--- config.mk ---
export PLATFORM = sky130hd
export DESIGN_NAME = rc4_decrypt_core
export DESIGN_NICKNAME = d
export VERILOG_FILES = /design/src/rtl/rc4_pkg.sv /design/src/rtl/rc4_char_check.sv /design/src/rtl/rc4_decrypt_core.sv
export SDC_FILE = /design/constraint.sdc
export NUM_CORES = 1
export LEC_CHECK = 0
export ABC_CLOCK_PERIOD_IN_PS = 9700
export CORE_MARGIN = 1
export CORE_UTILIZATION = 55
export DETAILED_ROUTE_END_ITERATION = 10
export PLACE_DENSITY = 0.79
export SETUP_SLACK_MARGIN = 0.1
export SLEW_MARGIN = 40
export SYNTH_ARGS = -nofsm -noshare
export SYNTH_HDL_FRONTEND = slang
export SYNTH_SLANG_ARGS = --single-unit
--- constraint.sdc ---
create_clock -name clk -period 9.7 [get_ports clk]
set_clock_uncertainty 0.2 [all_clocks]
set_input_delay 2.91 -clock clk [delete_from_list [all_inputs] [get_ports clk]]
set_output_delay 2.91 -clock clk [all_outputs]
set_load 0.02 [all_outputs]
--- src/rtl/rc4_pkg.sv ---
// Shared types and constants for the RC4 PRGA decrypt stage.
package rc4_pkg;

   localparam int S_SIZE = 256;

   typedef logic [7:0] rc4_byte_t;

   localparam rc4_byte_t ASCII_LO    = 8'h61;
   localparam rc4_byte_t ASCII_HI    = 8'h7A;
   localparam rc4_byte_t ASCII_SPACE = 8'h20;

   typedef enum logic [3:0] {
      ST_IDLE,
      ST_INC_I,
      ST_RD_SI_ADDR,
      ST_RD_SI_WAIT,
      ST_RD_SI_CAP,
      ST_CALC_J,
      ST_RD_SJ_ADDR,
      ST_RD_SJ_WAIT,
      ST_RD_SJ_CAP,
      ST_WR_SJ,
      ST_WR_SI,
      ST_RD_F_ADDR,
      ST_RD_F_WAIT,
      ST_RD_F_CAP,
      ST_WR_DEC,
      ST_DONE
   } rc4_state_t;

   // Plaintext accepted during key search: lowercase letters or space.
   function automatic logic is_ascii_ok(input rc4_byte_t b);
      return ((b >= ASCII_LO) && (b <= ASCII_HI)) || (b == ASCII_SPACE);
   endfunction

endpackage

--- src/rtl/rc4_char_check.sv ---
// Combinational plaintext character filter (used only when RC4_ASCII_CHECK_EN is defined).
module rc4_char_check
   import rc4_pkg::*;
(
   input  logic [7:0] i_byte,
   output logic       o_ok
);

   assign o_ok = is_ascii_ok(i_byte);

endmodule

--- src/rtl/rc4_decrypt_core.sv ---
// RC4 PRGA decrypt stage: walks S, swaps, XORs keystream with ROM ciphertext into result RAM.
// Optional early reject of non-ASCII plaintext under macro RC4_ASCII_CHECK_EN.
//
// state         | meaning
// IDLE          | wait for start_decrypt
// INC_I         | i <= i+1
// RD_SI_ADDR    | present i to S RAM
// RD_SI_WAIT    | S RAM read latency
// RD_SI_CAP     | si <= S[i]
// CALC_J        | j <= j+si
// RD_SJ_ADDR    | present j to S RAM
// RD_SJ_WAIT    | S RAM read latency
// RD_SJ_CAP     | sj <= S[j]
// WR_SJ         | S[j] <= si
// WR_SI         | S[i] <= sj
// RD_F_ADDR     | present si+sj to S RAM, k to ROM
// RD_F_WAIT     | RAM/ROM read latency
// RD_F_CAP      | f <= S[si+sj], ct <= ROM[k]
// WR_DEC        | result[k] <= f^ct, advance or finish
// DONE          | hold until start_decrypt drops
module rc4_decrypt_core
   import rc4_pkg::*;
#(
   parameter int MSG_LEN    = 32,
   parameter int MSG_ADDR_W = 5
) (
   input  logic                  clk,
   input  logic                  reset,
   input  logic                  start_decrypt,
   input  logic [7:0]            s_q,
   output logic [7:0]            s_address,
   output logic [7:0]            s_data,
   output logic                  s_wren,
   input  logic [7:0]            rom_q,
   output logic [MSG_ADDR_W-1:0] rom_address,
   output logic [MSG_ADDR_W-1:0] dec_address,
   output logic [7:0]            dec_data,
   output logic                  dec_wren,
   output logic                  done_decrypting,
   output logic                  key_invalid
);

   localparam logic [MSG_ADDR_W-1:0] K_LAST = MSG_ADDR_W'(MSG_LEN - 1);

   rc4_state_t r_state, w_state_nxt;

   rc4_byte_t r_i, r_j, r_si, r_sj, r_f, r_ct;
   rc4_byte_t w_i_nxt, w_j_nxt, w_si_nxt, w_sj_nxt, w_f_nxt, w_ct_nxt;
   logic [MSG_ADDR_W-1:0] r_k, w_k_nxt;

   rc4_byte_t r_s_address, r_s_data, r_dec_data;
   rc4_byte_t w_s_address_nxt, w_s_data_nxt, w_dec_data_nxt;
   logic      r_s_wren, r_dec_wren, r_key_invalid;
   logic      w_s_wren_nxt, w_dec_wren_nxt, w_key_invalid_nxt;
   logic [MSG_ADDR_W-1:0] r_rom_address, r_dec_address;
   logic [MSG_ADDR_W-1:0] w_rom_address_nxt, w_dec_address_nxt;

   rc4_byte_t w_plain;
   logic      w_char_ok;

   assign w_plain = r_f ^ r_ct;

`ifdef RC4_ASCII_CHECK_EN
   rc4_char_check u_char_check (
      .i_byte (w_plain),
      .o_ok   (w_char_ok)
   );
`else
   assign w_char_ok = 1'b1;
`endif

   always_ff @(posedge clk or posedge reset) begin
      if (reset) begin
         r_state       <= ST_IDLE;
         r_i           <= '0;
         r_j           <= '0;
         r_k           <= '0;
         r_si          <= '0;
         r_sj          <= '0;
         r_f           <= '0;
         r_ct          <= '0;
         r_s_address   <= '0;
         r_s_data      <= '0;
         r_s_wren      <= 1'b0;
         r_rom_address <= '0;
         r_dec_address <= '0;
         r_dec_data    <= '0;
         r_dec_wren    <= 1'b0;
         r_key_invalid <= 1'b0;
      end else begin
         r_state       <= w_state_nxt;
         r_i           <= w_i_nxt;
         r_j           <= w_j_nxt;
         r_k           <= w_k_nxt;
         r_si          <= w_si_nxt;
         r_sj          <= w_sj_nxt;
         r_f           <= w_f_nxt;
         r_ct          <= w_ct_nxt;
         r_s_address   <= w_s_address_nxt;
         r_s_data      <= w_s_data_nxt;
         r_s_wren      <= w_s_wren_nxt;
         r_rom_address <= w_rom_address_nxt;
         r_dec_address <= w_dec_address_nxt;
         r_dec_data    <= w_dec_data_nxt;
         r_dec_wren    <= w_dec_wren_nxt;
         r_key_invalid <= w_key_invalid_nxt;
      end
   end

   always_comb begin
      w_state_nxt       = r_state;
      w_i_nxt           = r_i;
      w_j_nxt           = r_j;
      w_k_nxt           = r_k;
      w_si_nxt          = r_si;
      w_sj_nxt          = r_sj;
      w_f_nxt           = r_f;
      w_ct_nxt          = r_ct;
      w_s_address_nxt   = r_s_address;
      w_s_data_nxt      = r_s_data;
      w_s_wren_nxt      = 1'b0;
      w_rom_address_nxt = r_rom_address;
      w_dec_address_nxt = r_dec_address;
      w_dec_data_nxt    = r_dec_data;
      w_dec_wren_nxt    = 1'b0;
      w_key_invalid_nxt = r_key_invalid;

      unique case (r_state)
         ST_IDLE: begin
            if (start_decrypt) begin
               w_i_nxt           = '0;
               w_j_nxt           = '0;
               w_k_nxt           = '0;
               w_key_invalid_nxt = 1'b0;
               w_state_nxt       = ST_INC_I;
            end
         end
         ST_INC_I: begin
            w_i_nxt     = r_i + 8'd1;
            w_state_nxt = ST_RD_SI_ADDR;
         end
         ST_RD_SI_ADDR: begin
            w_s_address_nxt = r_i;
            w_state_nxt     = ST_RD_SI_WAIT;
         end
         ST_RD_SI_WAIT: w_state_nxt = ST_RD_SI_CAP;
         ST_RD_SI_CAP: begin
            w_si_nxt    = s_q;
            w_state_nxt = ST_CALC_J;
         end
         ST_CALC_J: begin
            w_j_nxt     = r_j + r_si;
            w_state_nxt = ST_RD_SJ_ADDR;
         end
         ST_RD_SJ_ADDR: begin
            w_s_address_nxt = r_j;
            w_state_nxt     = ST_RD_SJ_WAIT;
         end
         ST_RD_SJ_WAIT: w_state_nxt = ST_RD_SJ_CAP;
         ST_RD_SJ_CAP: begin
            w_sj_nxt    = s_q;
            w_state_nxt = ST_WR_SJ;
         end
         // When i==j both writes land on one address with equal data.
         ST_WR_SJ: begin
            w_s_address_nxt = r_j;
            w_s_data_nxt    = r_si;
            w_s_wren_nxt    = 1'b1;
            w_state_nxt     = ST_WR_SI;
         end
         ST_WR_SI: begin
            w_s_address_nxt = r_i;
            w_s_data_nxt    = r_sj;
            w_s_wren_nxt    = 1'b1;
            w_state_nxt     = ST_RD_F_ADDR;
         end
         ST_RD_F_ADDR: begin
            w_s_address_nxt   = r_si + r_sj;
            w_rom_address_nxt = r_k;
            w_state_nxt       = ST_RD_F_WAIT;
         end
         ST_RD_F_WAIT: w_state_nxt = ST_RD_F_CAP;
         ST_RD_F_CAP: begin
            w_f_nxt     = s_q;
            w_ct_nxt    = rom_q;
            w_state_nxt = ST_WR_DEC;
         end
         ST_WR_DEC: begin
            if (!w_char_ok) begin
               w_key_invalid_nxt = 1'b1;
               w_state_nxt       = ST_DONE;
            end else begin
               w_dec_address_nxt = r_k;
               w_dec_data_nxt    = w_plain;
               w_dec_wren_nxt    = 1'b1;
               if (r_k == K_LAST) begin
                  w_state_nxt = ST_DONE;
               end else begin
                  w_k_nxt     = r_k + 1'b1;
                  w_state_nxt = ST_INC_I;
               end
            end
         end
         ST_DONE: begin
            if (!start_decrypt) w_state_nxt = ST_IDLE;
         end
         default: w_state_nxt = ST_IDLE;
      endcase
   end

   assign s_address       = r_s_address;
   assign s_data          = r_s_data;
   assign s_wren          = r_s_wren;
   assign rom_address     = r_rom_address;
   assign dec_address     = r_dec_address;
   assign dec_data        = r_dec_data;
   assign dec_wren        = r_dec_wren;
   assign done_decrypting = (r_state == ST_DONE);
   assign key_invalid     = r_key_invalid;

endmodule

==> impl_metrics.tcl, run 1 <==
set metrics [dict create \
    async_flop_share 1.00 \
    antennaDiodeCount 0 \
    fmax_ghz 0.189 \
    whs_ns 0.287 \
    synth_mux_area_frac 0.103 \
    cts.sinks 93 \
    synth_xor_area_frac 0.0331 \
    max_stage_delay_ns 0.83 \
    drv_cap 0 \
    yosysWarningCount 0 \
    core_region_area_mm2 0.00830 \
    cts_tree "yes" \
    worstSetupEndpointType "output port" \
    rsz0062_at_grt "no" \
    grt_pass1_wl_mm 16.6 \
    synth_top_area_frac 0.489 \
    postCtsSetupBuffers 0 \
    grt_pass1_vias 3378 \
    vias 3564 \
    clk_path_buf_depth 2 \
    cts_resized 0 \
    cpMaxStageDelayCell "dfrtp_1" \
    cts_buffers 9 \
    worstSkewPairLatency_ns 0.37 \
    r2r_setup_slack_ns 7.08 \
    rr_startpoint "r_state[3]" \
    synthAdderAreaFrac 0.0531 \
    routedWlPerCell_um 16.5 \
    worst_ir_drop_vdd_mv 0.190 \
    synth_cells 449 \
    final_hold_viol_count 0 \
    overflow 0 \
    first_pass_iters 4 \
    finalSetupTns_ns 0 \
    grt_max_degree 78 \
    wl_met3_um 425 \
    cp-start-kind "flip-flop" \
    hold_buffers 0 \
    drtIter0Drc 207 \
    cts_root_buffer "clkbuf_8" \
    leakagePower_nw 2.45 \
    die_w_um 95.1 \
    synth_compound_gate_area_share 0.125 \
    relSlewSlack 0.480 \
    yosys.area.top_type "dfrtp_1" \
    synth_top_family_by_area "simple AND/OR/NAND/NOR gates" \
    nets 534 \
    syn-num-nets 487 \
    synth_seq_cells 93 \
    detail_route.wirelength_mm 10.0 \
    path_cells "nand2_1 > nor2_1 > clkdlybuf4s50_1" \
    worstSetupPathType "flip-flop to output port" \
    setup_viol 0 \
    min_period_ns 5.29 \
    gp_congestion 0.792 \
    drt-vias-per-instance 5.88 \
    min_from "rom_address[4]" \
    ys_seq_area_frac 0.489 \
    clkTransAtPathRegs_ns 0.10 \
    postRouteAntennaNets 0 \
    post-route-period-util 0.545 \
    drive_gt1_frac 0.126 \
    syn_avg_cell_area_um2 10.6 \
    track_usage 0.245 \
    rows 33 \
    power_density_mw_per_mm2 360 \
    yosys.cell_types.count 56 \
    h-tree-depth 3 \
    worstPathRequired_ns 6.59 \
    worstPathMaxFanout 21 \
    status "finished, final reports clean" \
    route.detailed.drc 0 \
    start_util 0.574 \
    synth_flop_cell "dfrtp_1" \
    total_power_mw 2.00 \
    synth_edf_count 0 \
    wl_met1_mm 4.47 \
    synthTopCellsByArea "dfrtp_1 49%, mux2_2 7.6%, nand2_1 5.7%, ha_1 4.5%, o21ai_0 3.3%" \
    port_buffers 55 \
    wl_met2_mm 4.94 \
    die_y_um 95.1 \
    worstPathArrival_ns 2.18 \
    place.detailed.hpwl_mm 7.25 \
    top_layer_used "met4" \
    die_area_mm2 0.00903 \
    synth_area_mm2 0.00476 \
    final_common_cell "dfrtp_1" \
    antenna_found_initial 0 \
    worstMarginPinSlew_ns 0.779 \
    holdCritPathClass "flip-flop to flip-flop" \
    syn2layout_area_growth_pct 16.8 \
    final_cell_mix "92 x dfrtp_1, 72 x nand2_1, 55 x clkdlybuf4s50_1" \
    startpoint "r_state[3]" \
    pin_count 57 \
    drv_slew 0 \
    synthSimpleGateAreaFrac 0.166 \
]
-- worst paths after layout --
| kind | cells past startpoint | end |
|---|---|---|
| worst max-delay path | 3 | done_decrypting |
| worst max register to register | 5 | s_address[7] |
| min in group asynchronous | 2 | r_ct[2] |
| worst min-delay path | 2 | rom_address[4] |
| worst min register to register | 2 | rom_address[4] |
| max in group asynchronous | 3 | r_state[0] |
-- flip-flops by register name, summed over array words and instances (netlist names), 5 cells and up --
signal	count
r_j	8
r_f	8
dec_address	5
rom_address	5
dec_data	8
r_si	8
r_sj	8
s_data	8
s_address	8
r_i	8
r_ct	8
r_k	5
-- cells by family (layout without fill, tap and decap cells) --
kind of cell / Yosys count / count (layout)
mux: 45 / 45
flops: 93 / 93
compound gates: 95 / 95
simple gates: 151 / 151
buf+inv: 27 / 79
fa+ha+maj: 19 / 19
xor+xnor: 18 / 18
other cells: 1 / 1
-- cells in the mapped netlist (2+ instances only) --
| cell type | instances |
|---|---|
| dfrtp_1 | 93 |
| nand2_1 | 72 |
| mux2_2 | 32 |
| o21ai_0 | 31 |
| nand3_1 | 20 |
| ha_1 | 17 |
| nor2_1 | 17 |
| mux2i_1 | 13 |
| a21oi_1 | 12 |
| xnor2_1 | 12 |
| buf_2 | 10 |
| o21ai_1 | 9 |
| a31oi_1 | 8 |
| inv_1 | 7 |
| nor3_1 | 7 |
| buf_4 | 6 |
| xor2_1 | 6 |
| and3_1 | 5 |
| a211oi_1 | 4 |
| a21o_1 | 4 |
| a22o_1 | 4 |
| nor3b_1 | 4 |
| o21bai_1 | 4 |
| a221oi_1 | 3 |
| a22oi_1 | 3 |
| clkbuf_1 | 3 |
| nand2b_1 | 3 |
| nand3b_1 | 3 |
| o211ai_1 | 3 |
| and4b_1 | 2 |
| fa_1 | 2 |
| nand4_1 | 2 |
| nor2_2 | 2 |
| nor2b_1 | 2 |
| nor3_4 | 2 |
| o32a_1 | 2 |
-- power breakdown --
group | internal [mW] | total (mW) | switching [mW]
clock network | 0.129 | 0.284 | 0.155
registers | 0.562 | 0.768 | 0.206
logic | 0.463 | 0.952 | 0.489
-- routing by layer --
metal | GRT usage | vias to the layer above
li1 | - | 1704
met1 | 0.327 | 1767
met2 | 0.403 | 75
met3 | 0.0510 | 18
met4 | 0.0770 | 0
met5 | 0 | -
-- critical path, delay by kind of cell, from the launching register on --
family	cells	cell delay [ns]
DFF	1	0.83
buffers and inverters	1	0.60
and+or+nand+nor	2	0.37
-- metrics by stage --
stage / setup WS [ns] / cells / util / cell area (um^2)
after detailed placement: 4.80 / 590 / 0.643 / 5340
after floorplan: 4.17 / 449 / - / 4760
final: 4.41 / 606 / 0.670 / 5560
after CTS: 4.38 / 606 / 0.670 / 5560
after global placement: 4.87 / 590 / 0.643 / 5340
after global routing: 4.26 / 606 / 0.670 / 5560
-- area by class of cell --
class                           count  area (um^2)
Clock inverter                      7         97.6
Clock buffer                        9          124
Inverter                            7         27.5
Multi-Input combinational cell    329         2290
Tap cell                          105          131
Timing Repair Buffer               56          562
Sequential cell                    93         2330
Fill cell                         637         2740
(Power assumes the default switching activity.)
==> run 2, diff against run 1 <==
--- a/config.mk
+++ b/config.mk
@@ -5,11 +5,11 @@
 export SDC_FILE = /design/constraint.sdc
 export NUM_CORES = 1
 export LEC_CHECK = 0
-export ABC_CLOCK_PERIOD_IN_PS = 9700
+export ABC_CLOCK_PERIOD_IN_PS = 4700
 export CORE_MARGIN = 1
-export CORE_UTILIZATION = 55
+export CORE_UTILIZATION = 51
 export DETAILED_ROUTE_END_ITERATION = 10
-export PLACE_DENSITY = 0.79
+export PLACE_DENSITY = 0.77
 export SETUP_SLACK_MARGIN = 0.1
 export SLEW_MARGIN = 40
 export SYNTH_ARGS = -nofsm -noshare
==> constraint.sdc (replaced) <==
create_clock -name clk -period 4.7 [get_ports clk]
set_clock_uncertainty 0.2 [all_clocks]
set_input_delay 1.41 -clock clk [delete_from_list [all_inputs] [get_ports clk]]
set_output_delay 1.41 -clock clk [all_outputs]
set_load 0.02 [all_outputs]
==> run 2 against run 1 <==
Net effect: global-route usage down 1.5 points; sequential cell count unchanged; critical endpoint unchanged; non-clock buffer count unchanged.
==> impl_metrics.tcl, run 2 (synthesis gave the netlist of run 1 again) <==
set metrics [dict create \
    cp-start-kind "flip-flop" \
    multi_input_area_mm2 0.00229 \
    cts.sinks 93 \
    track_usage 0.230 \
    overflow 0 \
    reg2regPathDepth 5 \
    whs_ns 0.289 \
    crit_family "flip-flops" \
    cpMaxStageDelayCell "dfrtp_1" \
    r2r_end "s_address[7]" \
    port_buffers 55 \
    antenna_found_initial 0 \
    grt_pass1_wl_mm 17.5 \
    vias 3576 \
    die_y_um 98.6 \
    cts_tree "yes" \
    setup_viol 0 \
    worstPathRequired_ns 3.09 \
    postLayoutCellArea_mm2 0.00554 \
    drv_cap 0 \
    crit_cells 3 \
    cp-endpoint "done_decrypting" \
    cts_root_buffer "clkbuf_8" \
    drive_gt1_frac 0.124 \
    worstSetupPathType "flip-flop to output port" \
    postCtsSetupBuffers 0 \
    routedWlPerCell_um 16.8 \
    worstPathArrival_ns 2.18 \
    pin_count 57 \
    postRouteAntennaNets 0 \
    holdCritPathClass "flip-flop to flip-flop" \
    startpoint "r_state[3]" \
    cts_buffers 9 \
    setup_ws_ns 0.906 \
    leakagePower_nw 2.43 \
    max_stage_delay_ns 0.84 \
    worst_ir_drop_vdd_mv 0.372 \
    finalSetupTns_ns 0 \
    drv_slew 0 \
    relSlewSlack 0.488 \
    core_region_area_mm2 0.00889 \
    antennaDiodeCount 0 \
    hold_buffers 0 \
    dp.cells 593 \
    grt_pass1_vias 3593 \
    rr_startpoint "r_state[3]" \
    pre_cts_ws_ns 1.22 \
    rows 34 \
    seqCellArea_mm2 0.00233 \
    num-fill-cells 722 \
    r2r_setup_slack_ns 2.04 \
    cts_resized 0 \
    status "finished, final reports clean" \
    detail_route.wirelength_mm 10.3 \
    worstPathMaxFanout 21 \
    gp_congestion 0.830 \
    first_pass_iters 4 \
    total_power_mw 4.06 \
    start_util 0.536 \
    drt-vias-per-instance 5.87 \
    min_period_ns 3.79 \
    clkTransAtPathRegs_ns 0.10 \
    post-route-period-util 0.807 \
    final_cell_mix "92 x dfrtp_1, 72 x nand2_1, 55 x clkdlybuf4s50_1" \
    final_hold_viol_count 0 \
    rsz0062_at_grt "no" \
    nets 534 \
    path_cells "nand2_1 > nor2_1 > clkdlybuf4s50_1" \
    cp_num_buf_inv 1 \
    fin_util 0.623 \
    grt_max_degree 54 \
    worstSkewPairLatency_ns 0.37 \
    fmax_ghz 0.264 \
    route.detailed.drc 0 \
    h-tree-depth 3 \
    clk_path_buf_depth 2 \
    die_w_um 98.6 \
    place.detailed.hpwl_mm 7.31 \
    stdcell_count 609 \
    worstMarginPinSlew_ns 0.768 \
    syn2layout_area_growth_pct 16.3 \
    die_area_mm2 0.00973 \
    placed_area_mm2 0.00535 \
    power_density_mw_per_mm2 733 \
    worstSetupEndpointType "output port" \
    drtIter0Drc 177 \
    final_common_cell "dfrtp_1" \
]
==> run 2: worst min path at each step <==
stage                     slack [ns]  cells past startpoint      startpoint              to
after floorplan                 0.24                      1          r_i[7]          r_i[7]
after global placement          0.26                      2  rom_address[3]  rom_address[3]
after detailed placement        0.27                      2  rom_address[4]  rom_address[4]
after CTS                       0.29                      2  rom_address[4]  rom_address[4]
after global routing            0.32                      2  dec_address[3]  dec_address[3]
final                           0.29                      2  rom_address[4]  rom_address[4]
==> run 2: final cells by class <==
| cell class | instances | area share |
|---|---|---|
| Clock buffer | 11 | 0.0255 |
| Tap cell | 108 | 0.0244 |
| Multi-Input combinational cell | 329 | 0.414 |
| Sequential cell | 93 | 0.421 |
| Inverter | 7 | 0.00520 |
| Timing Repair Buffer | 56 | 0.103 |
| Clock inverter | 5 | 0.00746 |
==> run 2: tightest hold or removal path, delay by kind of cell (launching register included) <==
family / cells / cell delay, ns
flip-flops: 1 / 0.36
AND/OR/NAND/NOR: 2 / 0.10
==> run 2: metal layers <==
metal,vias to the layer above,part of all wire,GRT usage
li1,1703,-,-
met1,1785,0.46,0.311
met2,73,0.48,0.369
met3,15,0.041,0.0454
met4,0,0.020,0.0896
met5,-,0,0
==> run 2: power by group <==
group	switching, mW	total (mW)	leakage [nW]	internal [mW]
logic	1.02	1.97	1.18	0.956
registers	0.416	1.58	1.16	1.16
clock network	0.297	0.510	0.0870	0.213
==> variant 1 (settings of run 2) <==
Reset style: synchronous (`reset`), changed in one clocked block.
--- a/src/rtl/rc4_decrypt_core.sv
+++ b/src/rtl/rc4_decrypt_core.sv
@@ -69,7 +69,7 @@
    assign w_char_ok = 1'b1;
 `endif
 
-   always_ff @(posedge clk or posedge reset) begin
+   always_ff @(posedge clk) begin
       if (reset) begin
          r_state       <= ST_IDLE;
          r_i           <= '0;
Formal check against the unedited RTL: differs if reset is asserted again (counterexample within 4 cycles, from zero or initial values and one cycle with reset high); with reset held inactive, the same outputs for 10 cycles.
==> variant 1 against run 2 <==
  * The flow now finishes with violations (DRC)
  * Critical endpoint unchanged
  * Sequential cell count did not move
  * Die area down 4.3%
  * Wire length increased by 4.2%
  * Non-clock buffer count increased by 2
  * Critical path depth did not move
  * Count of clock-buffer cells in the layout shrank 1
  * Final area down 3.5%
  * Worst setup slack gained 0.14 ns
  * Area after synthesis is 4.4% lower
Power is not compared: it rests on default switching activity, and its combinational part moved more than twofold at a synthesized area within 25%.
==> variant 1: results (changes against run 2) <==
| Metric | Value |
|---|---|
| Commonest cells post-synth | 112 x nand2_1, 93 x dfxtp_1, 71 x a21oi_1 |
| FF/Latch Area | 1870 µm² (-20%) |
| GR Util All Layers | 0.237 (+0.00670) |
| Worst r2r src | r_si[0] |
| Netlist cell types | 50 (-11%) |
| Vias | 4,034 (+13%) |
| Met3 Wirelength | 385 µm (-9.2%) |
| Async set or reset register ratio after synthesis | 0 (-1.00) |
| Routability cong. | 0.852 (+2.7%) |
| CP Max Fanout | 19 (-9.5%) |
| Clk_buf instances | 10 (-1) |
| Fraction of area in multi-input gates | 0.474 (+0.0605) |
| R2R cell count | 7 (+2) |
| Non-CTS inverters | 4 (-3) |
| Initial DRT Pass Iterations | 7 (+3) |
| Routed len/inst | 14.9 µm (-11%) |
| Vias per cell | 5.64 (-3.9%) |
| Drt drc | 1 (+1) |
| Dpl ws | 1.23 ns (+0.00950 ns) |
| Largest net degree at the start of global routing | 90 (+67%) |
| Slowest cell on crit path | dfxtp_1 |
| Failing checks | DRC |
| Non-Clock Buffer Area Fraction | 0.107 (+0.00397) |
| Met2 WL | 5130 µm (+4.4%) |
| Worst slew margin | 0.423 (-0.0646) |
| Top post-synthesis cells by area | dfxtp_1 41%, nand2_1 9.2%, a21oi_1 7.8%, nor2_1 4.9%, ha_1 4.7% |
| # nets final | 640 (+20%) |
| Global-route wire length before repair | 17,000 µm (-3.1%) |
| Status | finished with violations |
| Placed inst area | 5110 µm² (-4.5%) |
==> variant 1: logic make-up (layout without fill, tap and decap cells) <==
group	count (synthesis)	count (layout)	synth area share
xor+xnor	15	15	0.0289
buf+inv	39	78	0.0376
compound gates	138	138	0.182
fa+ha+maj	19	19	0.0555
simple gates	247	247	0.250
mux	16	16	0.0363
flops	93	93	0.409
other cells	1	1	0.000824
==> variant 1: worst min-delay path by stage <==
stage / end / cells past startpoint / slack, ns
after floorplan: r_ct[0] / 2 / 0.25
after global routing: rom_address[1] / 2 / 0.28
after detailed placement: rom_address[1] / 2 / 0.25
after global placement: rom_address[2] / 2 / 0.24
after CTS: rom_address[1] / 2 / 0.26
final: rom_address[1] / 2 / 0.26
==> variant 1: where the power goes <==
part / switching, mW / internal, mW
combinational: 0.0675 / 0.0513
clock: 0.293 / 0.305
sequential: 0.0203 / 0.797
total: 0.380 / 1.15
==> variant 2 (flow settings as in run 2) <==
Without the edit above. Change the parameter `MSG_ADDR_W` from 5 to 3.
--- a/src/rtl/rc4_decrypt_core.sv
+++ b/src/rtl/rc4_decrypt_core.sv
@@ -22,7 +22,7 @@
    import rc4_pkg::*;
 #(
    parameter int MSG_LEN    = 32,
-   parameter int MSG_ADDR_W = 5
+   parameter int MSG_ADDR_W = 3
 ) (
    input  logic                  clk,
    input  logic                  reset,
Interface: changed (resized dec_address and rom_address); port bits go from 57 to 53. The function was not compared with the original's and may differ.
==> variant 2 against run 2 <==
  * Wire length down 10%
  * Area after synthesis down 6.6%
  * Sequential power down 6%
  * Maximum frequency down 2.1%
  * Sequential cell count down 6
  * Power down 1.8%
  * Final area down 5.2%
  * Hold slack worse by 0.0036 ns
  * Worst setup slack worse by 0.081 ns
  * Largest power group unchanged
==> variant 2: results (changes against run 2) <==
| Metric | Value |
|---|---|
| Status | finished clean |
| Non-clk bufs | 54 (-3.6%) |
| Met2 WL | 4310 µm (-12%) |
| Share of layout cells above drive strength 1 | 0.137 (+0.0130) |
| Non-Clock Buffer Area Fraction | 0.104 (+0.000833) |
| Clk buf depth | 2 (unchanged) |
| IO buf count | 51 (-7.3%) |
| Vias | 3,234 (-9.6%) |
| GRT met1 Usage | 0.314 (+0.00344) |
| Fmax achieved | 258 MHz (-2.1%) |
| Net Count, Synth | 451 (-7.4%) |
| Sequential share of the synthesized area | 0.489 (+0.000749) |
| Sw Ratio | 0.421 (-0.00515) |
| Leakage power | 2.29 nW (-5.7%) |
| Synth Register Bits | 87 (-6.5%) |
| Seq/total area | 0.415 (-0.00574) |
| Commonest cells post-synth | 87 x dfrtp_1, 61 x nand2_1, 39 x o21ai_0 |
| Final core occ | 0.630 (+0.00690) |
| Placed inst area | 5020 µm² (-6.2%) |
| Area of the multi-input gates | 2150 µm² (-6.1%) |
| Met2 usage | 0.335 (-0.0343) |
| Post-Place Cells | 556 (-6.2%) |
| VDD IR max | 349 µV (-6.2%) |
| Fill count | 685 (-5.1%) |
| Worst path arrival time | 2.27 ns (+0.09 ns) |
| Clock buf/inv share | 0.0422 (+0.00918) |
| Crit path largest cell delay | 0.82 ns (-0.02 ns) |
| Non-CTS inverters | 6 (-1) |
| Routability cong. | 0.806 (-3.0%) |
| Post-synthesis adder-cell area fraction | 0.0568 (+0.00375) |
| GR Util All Layers | 0.224 (-0.00639) |
| Top post-synthesis cells by area | dfrtp_1 49%, mux2_2 8.4%, nand2_1 5.1%, ha_1 4.8%, o21ai_0 4.4% |
| Global-route wire length before repair | 15,100 µm (-14%) |
| Dpl ws | 1.21 ns (-0.0134 ns) |
| DRT met1 WL | 4280 µm (-9.2%) |
| Number of DRC markers in iteration 0 | 179 (+1.1%) |
| Fin Hold WS | 0.285 ns (-0.00361 ns) |
| Netlist cell types | 53 (-5.4%) |
| FF-to-FF setup slack | 2.28 ns (+0.24 ns) |
| Detailed Place HPWL | 6620 µm (-9.4%) |
| PD cells | 759 nW/µm² (+3.5%) |
| Synth Area in Compound Gates | 0.132 (+0.00660) |
| Grt met3 use | 0.0614 (+0.0160) |
| XOR/XNOR share of the synthesized area | 0.0374 (+0.00431) |
| Number of global-route vias before repair | 3,005 (-16%) |
| Met3 Wirelength | 386 µm (-9.0%) |
| Chip Width | 95.4 µm (-3.3%) |
| Seq power | 1.48 mW (-6%) |
| # nets final | 501 (-6.2%) |
| Largest net degree at the start of global routing | 88 (+63%) |
| Multi-input comb cells | 305 (-7.3%) |
[variant 2: cell types whose count changed after synthesis, sizes merged, moves of 3 or more]
| cell | delta |
|---|---|
| and3 | -4 |
| buf | -6 |
| dfrtp | -6 |
| nand2 | -11 |
| nand3 | -8 |
| nor2 | +5 |
| xnor2 | +3 |
[variant 2: final timing paths]
kind,from,to,depth (start not counted)
setup / recovery,r_state[3],done_decrypting,3
hold / removal,rom_address[1],rom_address[1],2
setup reg to reg,r_si[0],r_j[6],7
hold reg to reg,rom_address[1],rom_address[1],2
max in group asynchronous,reset,r_state[0],3
min in group asynchronous,reset,r_ct[7],3
[variant 2: kinds of logic after synthesis]
family,after synthesis
AO/OA/AOI/OAI,95
XOR/XNOR,19
adder cells (fa/ha/maj),19
buffers and inverters,21
flip-flops,87
multiplexers,44
other,1
AND/OR/NAND/NOR,127
